===== config.mk =====
export PLATFORM = sky130hd
export DESIGN_NAME = esn_sram_loader
export DESIGN_NICKNAME = d
export VERILOG_FILES = /design/src/rtl/esn_sram_loader.sv
export SDC_FILE = /design/constraint.sdc
export NUM_CORES = 1
export LEC_CHECK = 0
export BUFFER_PORTS_ARGS = -buffer_cell sky130_fd_sc_hd__buf_4
export CORE_ASPECT_RATIO = 0.6
export CORE_MARGIN = 4
export CORE_UTILIZATION = 30
export DETAILED_ROUTE_END_ITERATION = 12
export MAX_ROUTING_LAYER = met4
export PLACE_DENSITY = 0.56
export RECOVER_POWER = 25
export SLEW_MARGIN = 20
export SYNTH_ARGS = -nofsm -noshare
export SYNTH_HDL_FRONTEND = slang
export SYNTH_SLANG_ARGS = --single-unit

===== constraint.sdc =====
create_clock -name clk -period 1.96 [get_ports clk]
set_input_delay 0.49 -clock clk [delete_from_list [all_inputs] [get_ports clk]]
set_output_delay 0.49 -clock clk [all_outputs]
set_load 0.01 [all_outputs]

===== src/rtl/esn_sram_loader.sv =====
// esn_sram_loader: streams host words into the ESN off-chip SRAM regions, then enables the reservoir run
// Ports:
//   clk, nrst          clock and synchronous active-high reset
//   start, stop        one-cycle pulses: begin a load / abort a load or end a run
//   s_valid, s_data    incoming word stream; s_ready high while loading
//   SEL_SRAM_input     region select (0 none, 1 X, 2 W, 3 Win, 4 Winb, 5 Wout)
//   addr_inSRAM_offchip, Data_in  write address and data
//   EN_system_n        active-low system enable, low during RUN
//   busy, load_done, aborted      status: loading/gap, RUN entry pulse, sticky abort flag
module esn_sram_loader #(
   parameter int bit_length = 32,
   parameter int addr_length_heap = 10,
   parameter int node_num = 1000,
   parameter logic [4:0] LOAD_MASK = 5'b11111
) (
   input  logic clk,
   input  logic nrst,
   input  logic start,
   input  logic stop,
   input  logic s_valid,
   input  logic [bit_length-1:0] s_data,
   output logic s_ready,
   output logic [2:0] SEL_SRAM_input,
   output logic [addr_length_heap-1:0] addr_inSRAM_offchip,
   output logic [bit_length-1:0] Data_in,
   output logic EN_system_n,
   output logic busy,
   output logic load_done,
   output logic aborted
);
   typedef enum logic [1:0] {IDLE, LOAD, GAP, RUN} state_t;
   localparam logic [addr_length_heap-1:0] last_idx = addr_length_heap'(node_num - 1);
   state_t state;
   logic [2:0] region;
   logic [2:0] nxt;
   logic [addr_length_heap-1:0] idx;
   // lowest enabled region at or above from; 5 means no region left
   function automatic logic [2:0] next_region(input logic [3:0] from);
      next_region = 3'd5;
      for (int i = 4; i >= 0; i--)
         if (LOAD_MASK[i] && 4'(i) >= from) next_region = 3'(i);
   endfunction
   assign nxt = next_region({1'b0, region} + 4'd1);
   assign s_ready = state == LOAD;
   assign busy = state == LOAD || state == GAP;
   always_ff @(posedge clk) begin
      if (nrst) begin
         state <= IDLE;
         region <= 3'd0;
         idx <= '0;
         SEL_SRAM_input <= 3'd0;
         addr_inSRAM_offchip <= '0;
         Data_in <= '0;
         EN_system_n <= 1'b1;
         load_done <= 1'b0;
         aborted <= 1'b0;
      end else begin
         SEL_SRAM_input <= 3'd0;
         load_done <= 1'b0;
         case (state)
            IDLE: if (start && !stop) begin
               aborted <= 1'b0;
               idx <= '0;
               region <= next_region(4'd0);
               state <= LOAD_MASK == 5'd0 ? GAP : LOAD;
            end
            LOAD: if (stop) begin
               state <= IDLE;
               aborted <= 1'b1;
            end else if (s_valid) begin
               SEL_SRAM_input <= region + 3'd1;
               addr_inSRAM_offchip <= idx;
               Data_in <= s_data;
               idx <= idx == last_idx ? '0 : idx + 1'b1;
               // region wrap: last word of the last enabled region ends the load
               if (idx == last_idx) begin
                  if (nxt == 3'd5) state <= GAP;
                  else region <= nxt;
               end
            end
            GAP: begin
               state <= RUN;
               load_done <= 1'b1;
               EN_system_n <= 1'b0;
            end
            RUN: if (stop) begin
               state <= IDLE;
               EN_system_n <= 1'b1;
            end
            default: state <= IDLE;
         endcase
      end
   end
endmodule


==> out/metrics.yaml, run 1 <==
outcome:
  status: "finished, final reports clean"
clock_network:
  htree_levels: 3
  cts_tree: "yes"
  clockBufferDepth: 2
  path_clk_slew_ps: 50
  cts.sinks: 63
  post_cts_buffers: 0
  cts-hold-fix-buffers: 0
  cts_made_buffers: 9
  clock_latency_ps: 320
  cts-root-buf: "clkbuf_16"
synthesis:
  synth.avg_cell_area_um2: 8.35
  syn_nets: 352
  synthArstFlopShare: 0
  yosys_warnings: 0
  ys_types: 41
  synth_cells: 307
  ys_seq_area_frac: 0.492
  syn_area_mm2: 0.00256
  ys_ff_latch: 63
  synth_edf_count: 0
  synth_ff_type: "dfxtp_1"
detailed_routing:
  wl_per_cell_um: 14.0
  totalWireLength_um: 7110
  drc: 0
  vias: 2356
  dr.pass1.iters: 4
  drtAntennaViolNets: 0
  avgViaCountPerCell: 4.63
  drtIter0Drc: 147
hold_path:
  hold_start: "s_data[17]"
  holdCritPathClass: "primary input to register"
timing:
  tns_ps: 0
  worst_pin_slew_ps: 432
  drv_slew: 0
  setup_viol: 0
  min_period_over_period: 0.947
  max_freq_ghz: 0.539
  hold_viol: 0
  relSlewSlack: 0.712
  fin_crit_ps: 1860
  rsz0062_at_grt: "false"
  final.setup_skew_ps: 3.98
global_route:
  grt_pass1_wl_um: 11300
  gr-total-overflow: 0
  grtUsageTotal: 0.147
  grt_pass1_vias: 2298
  antenna_found_initial: 0
  grt_max_degree: 46
worst_setup_path:
  reg2reg_from: "state[0]"
  critical-path-top-delay-family: "simple AND/OR/NAND/NOR gates"
  crit_type: "register to register"
  rrSetupSlack_ps: 100
  worstPathArrival_ps: 2110
  required_ps: 2210
  crit_chain: "inv_1 > ha_1 > mux2i_2 > nor3_4 > a21boi_1 > or2_4 > nor2_1"
  start_kind: "register"
  crit_path_max_fanout: 10
  max_stage_delay_ps: 430
  critPathSlowestCell: "dfxtp_1"
  end_kind: "register"
  worst-path-buf-inv: 1
  crit_start: "state[0]"
power:
  power_density_mw_per_mm2: 908
  power_mw: 3.27
  power_leakage_nw: 1.41
  peakVddDrop_uv: 444
die:
  fp-row-count: 25
  start_util: 0.316
  fp.coreArea_mm2: 0.00810
  ioPinCount: 87
  die_h_um: 79.6
  chipWidth_um: 127
  die_area_mm2: 0.0101
finish:
  final_cell_mix: "94 x nand2_1, 68 x buf_4, 63 x dfxtp_1, 48 x a21oi_1, 26 x clkbuf_1"
  nets: 442
  layout_commonest_cell: "nand2_1"
  drive_above_1_share: 0.234
  diodes: 0
  n_fill_cell: 832
  areaGrowthSynthToFinish_pct: 40.3
flow_run:
  cap_violations: 0
placement:
  post-dp-hpwl_um: 4790
  portBuffers: 86
  gp_congestion: 0.817
## cell type report
class,instances,area [um^2],share of cell area
clock inverter,4,45.0,0.0125
inverter,3,11.3,0.00313
sequential,63,1260,0.351
tap,108,135,0.0376
multi-input combinational,223,1220,0.339
clock buffer,11,253,0.0703
timing repair buffer,97,673,0.187
## path summary, 6_finish.rpt
path / end / cells after the start
hold / removal: Data_in[17] / 3
setup reg to reg: idx[5] / 7
hold reg to reg: Data_in[0] / 2
setup / recovery: idx[5] / 7
## cell usage after synthesis, types with 2 or more instances
library cell / instances / area, um^2
nand2b_1: 2 / 12.5
nor3_1: 3 / 15.0
clkbuf_1: 10 / 37.5
inv_1: 3 / 11.3
ha_1: 8 / 100
a311oi_1: 3 / 26.3
dfxtp_1: 63 / 1260
a21oi_1: 48 / 240
nor2b_1: 4 / 25.0
nor2_1: 15 / 56.3
and3_1: 2 / 12.5
nor3b_1: 3 / 22.5
xnor2_1: 2 / 17.5
nand4_1: 5 / 31.3
xor2_1: 8 / 70.1
and2_1: 2 / 12.5
nand2_1: 94 / 353
o21ai_0: 2 / 10.0
mux2i_1: 2 / 20.0
buf_2: 7 / 35.0
## repair_timing
item,CTS,global route
pin swaps,0,1
setup endpoints to repair,1,48
gates resized for setup,1,2
endpoints found under the hold margin,0,0
gates cloned,0,1
## worst reg2reg max path, stage by stage, from the launching register on
cell      delay [ps]
dfxtp_1          430
inv_1            120
ha_1             260
mux2i_2          350
nor3_4            60
a21boi_1         150
or2_4            290
nor2_1           120
## flip-flops by register name, indices dropped and copies added, names as in the netlist, named ones only
| register | count |
|---|---|
| Data_in | 32 |
| SEL_SRAM_input | 3 |
| aborted | 1 |
| region | 3 |
| load_done | 1 |
| state | 1 |
| EN_system_n | 1 |
| idx | 10 |
| addr_inSRAM_offchip | 10 |
## routing by layer
layer | vias to the layer above | share of wire | GRT usage | wire, um
met5 | - | 0 | - | 0
met4 | 0 | 0.012 | 0.0578 | 87
met3 | 6 | 0.091 | 0.0742 | 644
met2 | 70 | 0.41 | 0.200 | 2940
met1 | 1078 | 0.48 | 0.184 | 3450
li1 | 1202 | - | - | -
## logic make-up after synthesis
family                   after synthesis  share of synthesized area
buffers and inverters                 21                     0.0356
multiplexers                           3                     0.0132
flip-flops                            63                      0.492
XOR/XNOR                              10                     0.0342
adder cells (fa/ha/maj)                8                     0.0390
AND/OR/NAND/NOR                      140                      0.251
AO/OA/AOI/OAI                         62                      0.135
## stage by stage
step / utilization / instance area [um^2] / hold WS, ps / instances / worst slack (ps)
after global placement: 0.415 / 3360 / 442 / 493 / 128
after CTS: 0.452 / 3660 / 397 / 508 / 80.7
after floorplan: - / 2560 / 452 / 307 / 125
after detailed placement: 0.415 / 3360 / 450 / 493 / 19.9
after global routing: 0.444 / 3600 / 400 / 509 / 7.24
final: 0.444 / 3600 / 411 / 509 / 103
## power by group
part | switching, mW | internal, mW | total, mW
Sequential | 0.0263 | 1.32 | 1.34
Clock | 0.531 | 1.04 | 1.57
Combinational | 0.187 | 0.167 | 0.354
No activity file was read; power rests on OpenSTA's default activity.
==> run 2: changes to the inputs <==
--- a/config.mk
+++ b/config.mk
@@ -10,10 +10,13 @@
 export CORE_MARGIN = 4
 export CORE_UTILIZATION = 30
 export DETAILED_ROUTE_END_ITERATION = 12
+export GPL_TIMING_DRIVEN = 0
 export MAX_ROUTING_LAYER = met4
 export PLACE_DENSITY = 0.56
 export RECOVER_POWER = 25
+export REMOVE_ABC_BUFFERS = 1
 export SLEW_MARGIN = 20
 export SYNTH_ARGS = -nofsm -noshare
 export SYNTH_HDL_FRONTEND = slang
 export SYNTH_SLANG_ARGS = --single-unit
+export TNS_END_PERCENT = 20
==> out/metrics.yaml, run 2 (same netlist as run 1, synthesis figures left out) <==
die:
  ioPinCount: 87
  fp.coreArea_mm2: 0.00810
  start_util: 0.316
  die_area_mm2: 0.0101
  fp-row-count: 25
  die_h_um: 79.6
  chipWidth_um: 127
global_route:
  gr-total-overflow: 0
  grt_pass1_vias: 2214
  grtUsageTotal: 0.139
  grt_pass1_wl_um: 10700
  grt_max_degree: 56
  antenna_found_initial: 0
placement:
  portBuffers: 86
  preCtsSetupSlack_ps: -255
  post-dp-hpwl_um: 4400
  gp_congestion: 0.755
power:
  power_density_mw_per_mm2: 921
  switchingPower_uw: 745
  power_frac_clock: 0.485
  peakVddDrop_uv: 445
  switching_share: 0.224
  p_seq_frac: 0.405
  power.share.combinational: 0.110
  p_int_mw: 2.58
  power_leakage_nw: 1.40
hold_path:
  worstHoldPathCells: 3
  hold_start: "s_data[14]"
  min_to: "Data_in[14]"
  holdCritPathClass: "primary input to register"
outcome:
  status: "finished, final reports clean"
finish:
  top_register: "Data_in"
  largest_reg_flops: 32
  diodes: 0
  areaGrowthSynthToFinish_pct: 40.8
  layout_commonest_cell: "nand2_1"
  nets: 438
  drive_above_1_share: 0.244
  post-route-util: 0.446
  final_cell_mix: "93 x nand2_1, 65 x buf_4, 61 x dfxtp_1, 48 x a21oi_1, 27 x clkbuf_1"
  largest_registers: "Data_in x32, addr_inSRAM_offchip x10, idx x10"
clock_network:
  cts-root-buf: "clkbuf_16"
  cts.sinks: 63
  clock_latency_ps: 320
  cts_tree: "yes"
  clockBufferDepth: 2
  cts_made_buffers: 9
  htree_levels: 3
  path_clk_slew_ps: 50
timing:
  setup_slack_ps: 132
  tns_ps: 0
  setup_viol: 0
  relSlewSlack: 0.605
  min_period_over_period: 0.933
  drv_slew: 0
  max_freq_ghz: 0.547
  hold_viol: 0
  fin_crit_ps: 1830
  worst_pin_slew_ps: 593
  final.setup_skew_ps: 4.96
worst_setup_path:
  rrSetupSlack_ps: 130
  reg2reg_to: "idx[7]"
  worstPathArrival_ps: 2040
  end_kind: "register"
  crit_path_max_fanout: 10
  start_kind: "register"
  r2r_cells: 7
  required_ps: 2170
  crit_type: "register to register"
flow_run:
  cap_violations: 0
detailed_routing:
  dr.pass1.iters: 4
  drtIter0Drc: 68
  avgViaCountPerCell: 4.58
  vias: 2319
  drc: 0
  totalWireLength_um: 6510
  drtAntennaViolNets: 0
  wl_per_cell_um: 12.9
==> run 2: area by class of cell <==
type,instances,area [um^2]
Sequential cell,63,1260
Timing Repair Buffer,93,633
Tap cell,108,135
Clock inverter,3,40.0
Clock buffer,13,270
Multi-Input combinational cell,223,1260
Fill cell,833,4490
Inverter,3,11.3
==> run 2: power by group through the flow <==
stage          Combinational (mW)  Sequential, mW  Clock, mW
6_report                    0.366            1.35       1.61
5_1_grt                     0.408            1.35       1.74
2_1_floorplan               0.154            1.38          0
3_3_place_gp                0.323            1.37          0
4_1_cts                     0.348            1.34       1.67
3_5_place_dp                0.341            1.37          0
==> run 2: critical path: stages, from the launching register on <==
cell and delay (ps):
dfxtp_1 380, inv_1 100, ha_2 260, and2b_4 220
nor4_4 390, nand4_1 160, xor2_1 160, nor2_1 50
==> run 2: timing repair <==
item                                    CTS  global route
setup buffers                             0             5
endpoints found under the setup margin   54            46
pin swaps                                 0             2
gates resized for setup                   4             8
hold buffers                              0             0
==> run 2: per-stage QoR <==
step | power (mW) | hold slack, ps | std cells | cell area (um^2)
final | 3.32 | 412 | 506 | 3610
after global placement | 1.69 | 442 | 483 | 3260
after floorplan | 1.53 | 446 | 289 | 2480
after detailed placement | 1.71 | 447 | 485 | 3320
after CTS | 3.36 | 394 | 501 | 3640
after global routing | 3.49 | 399 | 506 | 3610
==> run 2: how the worst max path moves through the flow <==
stage / endpoint / slack, ps / cells past startpoint / from
4_1_cts: idx[7] / 7 / 7 / state[0]
2_1_floorplan: Data_in[0] / -80 / 5 / state[0]
5_1_grt: register / -20 / 7 / register
3_3_place_gp: addr_inSRAM_offchip[2] / -710 / 5 / state[0]
6_report: idx[7] / 130 / 7 / register
3_5_place_dp: idx[7] / -260 / 7 / register
==> run 2: per-layer routing <==
| metal | routed length (um) | global-route usage |
|---|---|---|
| met1 | 3210 | 0.174 |
| met2 | 2630 | 0.192 |
| met3 | 621 | 0.0715 |
| met4 | 42 | 0.0482 |
| met5 | 0 | - |
==> run 3: changes to the inputs <==
--- a/config.mk
+++ b/config.mk
@@ -12,7 +12,7 @@
 export DETAILED_ROUTE_END_ITERATION = 12
 export GPL_TIMING_DRIVEN = 0
 export MAX_ROUTING_LAYER = met4
-export PLACE_DENSITY = 0.56
+export PLACE_DENSITY = 0.51
 export RECOVER_POWER = 25
 export REMOVE_ABC_BUFFERS = 1
 export SLEW_MARGIN = 20
==> out/metrics.yaml, run 3 (same netlist as run 1, synthesis figures left out) <==
outcome:
  status: "finished, final reports clean"
global_route:
  grtUsageTotal: 0.137
  antenna_found_initial: 0
  gr-total-overflow: 0
  grt_max_degree: 56
  grt_pass1_wl_um: 10600
  grt_pass1_vias: 2207
power:
  p_int_mw: 2.36
  power_frac_clock: 0.452
  power_density_mw_per_mm2: 875
  peakVddDrop_uv: 585
  switchingPower_uw: 719
  switching_share: 0.233
  power_leakage_nw: 1.36
  p_seq_frac: 0.437
  power.share.combinational: 0.111
finish:
  areaGrowthSynthToFinish_pct: 37.4
  drive_above_1_share: 0.229
  layout_commonest_cell: "nand2_1"
  diodes: 0
  largest_reg_flops: 32
  largest_registers: "Data_in x32, addr_inSRAM_offchip x10, idx x10"
  fin_area_mm2: 0.00352
  top_register: "Data_in"
  nets: 434
  final_cell_mix: "93 x nand2_1, 64 x buf_4, 61 x dfxtp_1, 48 x a21oi_1, 27 x clkbuf_1"
placement:
  gp_congestion: 0.739
  place_area_mm2: 0.00332
  post-dp-hpwl_um: 4510
  portBuffers: 86
worst_setup_path:
  crit_type: "register to register"
  crit_end: "state[0]"
  end_kind: "register"
  worstPathArrival_ps: 2050
  reg2reg_to: "state[0]"
  rrSetupSlack_ps: 130
  required_ps: 2180
  crit_path_max_fanout: 10
  start_kind: "register"
  r2r_cells: 7
timing:
  worst_pin_slew_ps: 591
  max_freq_ghz: 0.546
  rsz0062_at_grt: "true"
  hold_viol: 0
  min_period_over_period: 0.934
  relSlewSlack: 0.606
  holdWs_ps: 418
  fin_crit_ps: 1830
  drv_slew: 0
  setup_viol: 0
  final.setup_skew_ps: 7.61
clock_network:
  cts.sinks: 63
  cts_tree: "yes"
  clockBufferDepth: 2
  cts-root-buf: "clkbuf_16"
  path_clk_slew_ps: 50
  htree_levels: 3
  cts_made_buffers: 9
  clock_latency_ps: 320
detailed_routing:
  drtAntennaViolNets: 0
  wl_per_cell_um: 13.1
  vias: 2263
  dr.pass1.iters: 4
  drtIter0Drc: 96
  drc: 0
  avgViaCountPerCell: 4.52
  totalWireLength_um: 6560
die:
  start_util: 0.316
  die_area_mm2: 0.0101
  chipWidth_um: 127
  die_h_um: 79.6
  fp-row-count: 25
  fp.coreArea_mm2: 0.00810
  ioPinCount: 87
flow_run:
  cap_violations: 0
hold_path:
  holdCritPathClass: "primary input to register"
## run 3: worst min-delay path by stage
| stage | startpoint | end | cells after the start |
|---|---|---|---|
| final | s_data[21] | Data_in[21] | 3 |
| after floorplan | idx[9] | addr_inSRAM_offchip[9] | 2 |
| after global placement | Data_in[22] | Data_in[22] | 2 |
| after detailed placement | Data_in[21] | Data_in[21] | 2 |
| after CTS | s_data[21] | Data_in[21] | 3 |
| after global routing | s_data[7] | Data_in[7] | 3 |
## run 3: per-stage QoR
stage | worst slack (ps) | setup TNS (ps) | utilization | std cells | power [mW]
after floorplan | -80.1 | -3360 | - | 289 | 1.53
after global placement | -781 | -35940 | 0.403 | 483 | 1.70
after detailed placement | -222 | -4640 | 0.410 | 485 | 1.71
after CTS | -6.59 | -31.0 | 0.444 | 501 | 3.14
after global routing | -35.4 | -110 | 0.435 | 501 | 3.22
final | 129 | 0 | 0.435 | 501 | 3.08
## run 3: critical path, stage by stage, from the launching register on
cell and delay (ps):
dfxtp_1 380, inv_1 100, ha_2 250, and2b_4 210
nor2_1 90, a2bb2oi_1 330, a21oi_1 110, a311oi_1 270
## run 3: timing repair
action | CTS | global route
pin swaps | 1 | 1
endpoints found under the setup margin | 41 | 42
gates cloned | 0 | 0
hold buffers | 0 | 0
setup buffers | 1 | 0
resized for setup | 2 | 6
## run 3: area by class of cell
class | instances | area, um^2
Fill cell | 845 | 4580
Sequential cell | 63 | 1260
Multi-Input combinational cell | 223 | 1230
Timing Repair Buffer | 89 | 622
Clock buffer | 14 | 254
Tap cell | 108 | 135
Inverter | 3 | 11.3
Clock inverter | 1 | 5.00
## run 3: power by group through the flow
stage               logic [mW]  registers (mW)  clock network, mW
finish                   0.343            1.35               1.39
detailed placement       0.343            1.37                  0
CTS                      0.352            1.35               1.44
global route             0.383            1.35               1.49
global placement         0.327            1.37                  0
floorplan                0.154            1.38                  0
## run 3: layer usage
layer	vias up	GRT usage	wire [um]
li1	1189	-	-
met1	997	0.180	3280
met2	71	0.176	2490
met3	6	0.0749	742
met4	0	0.0450	52
met5	-	-	0
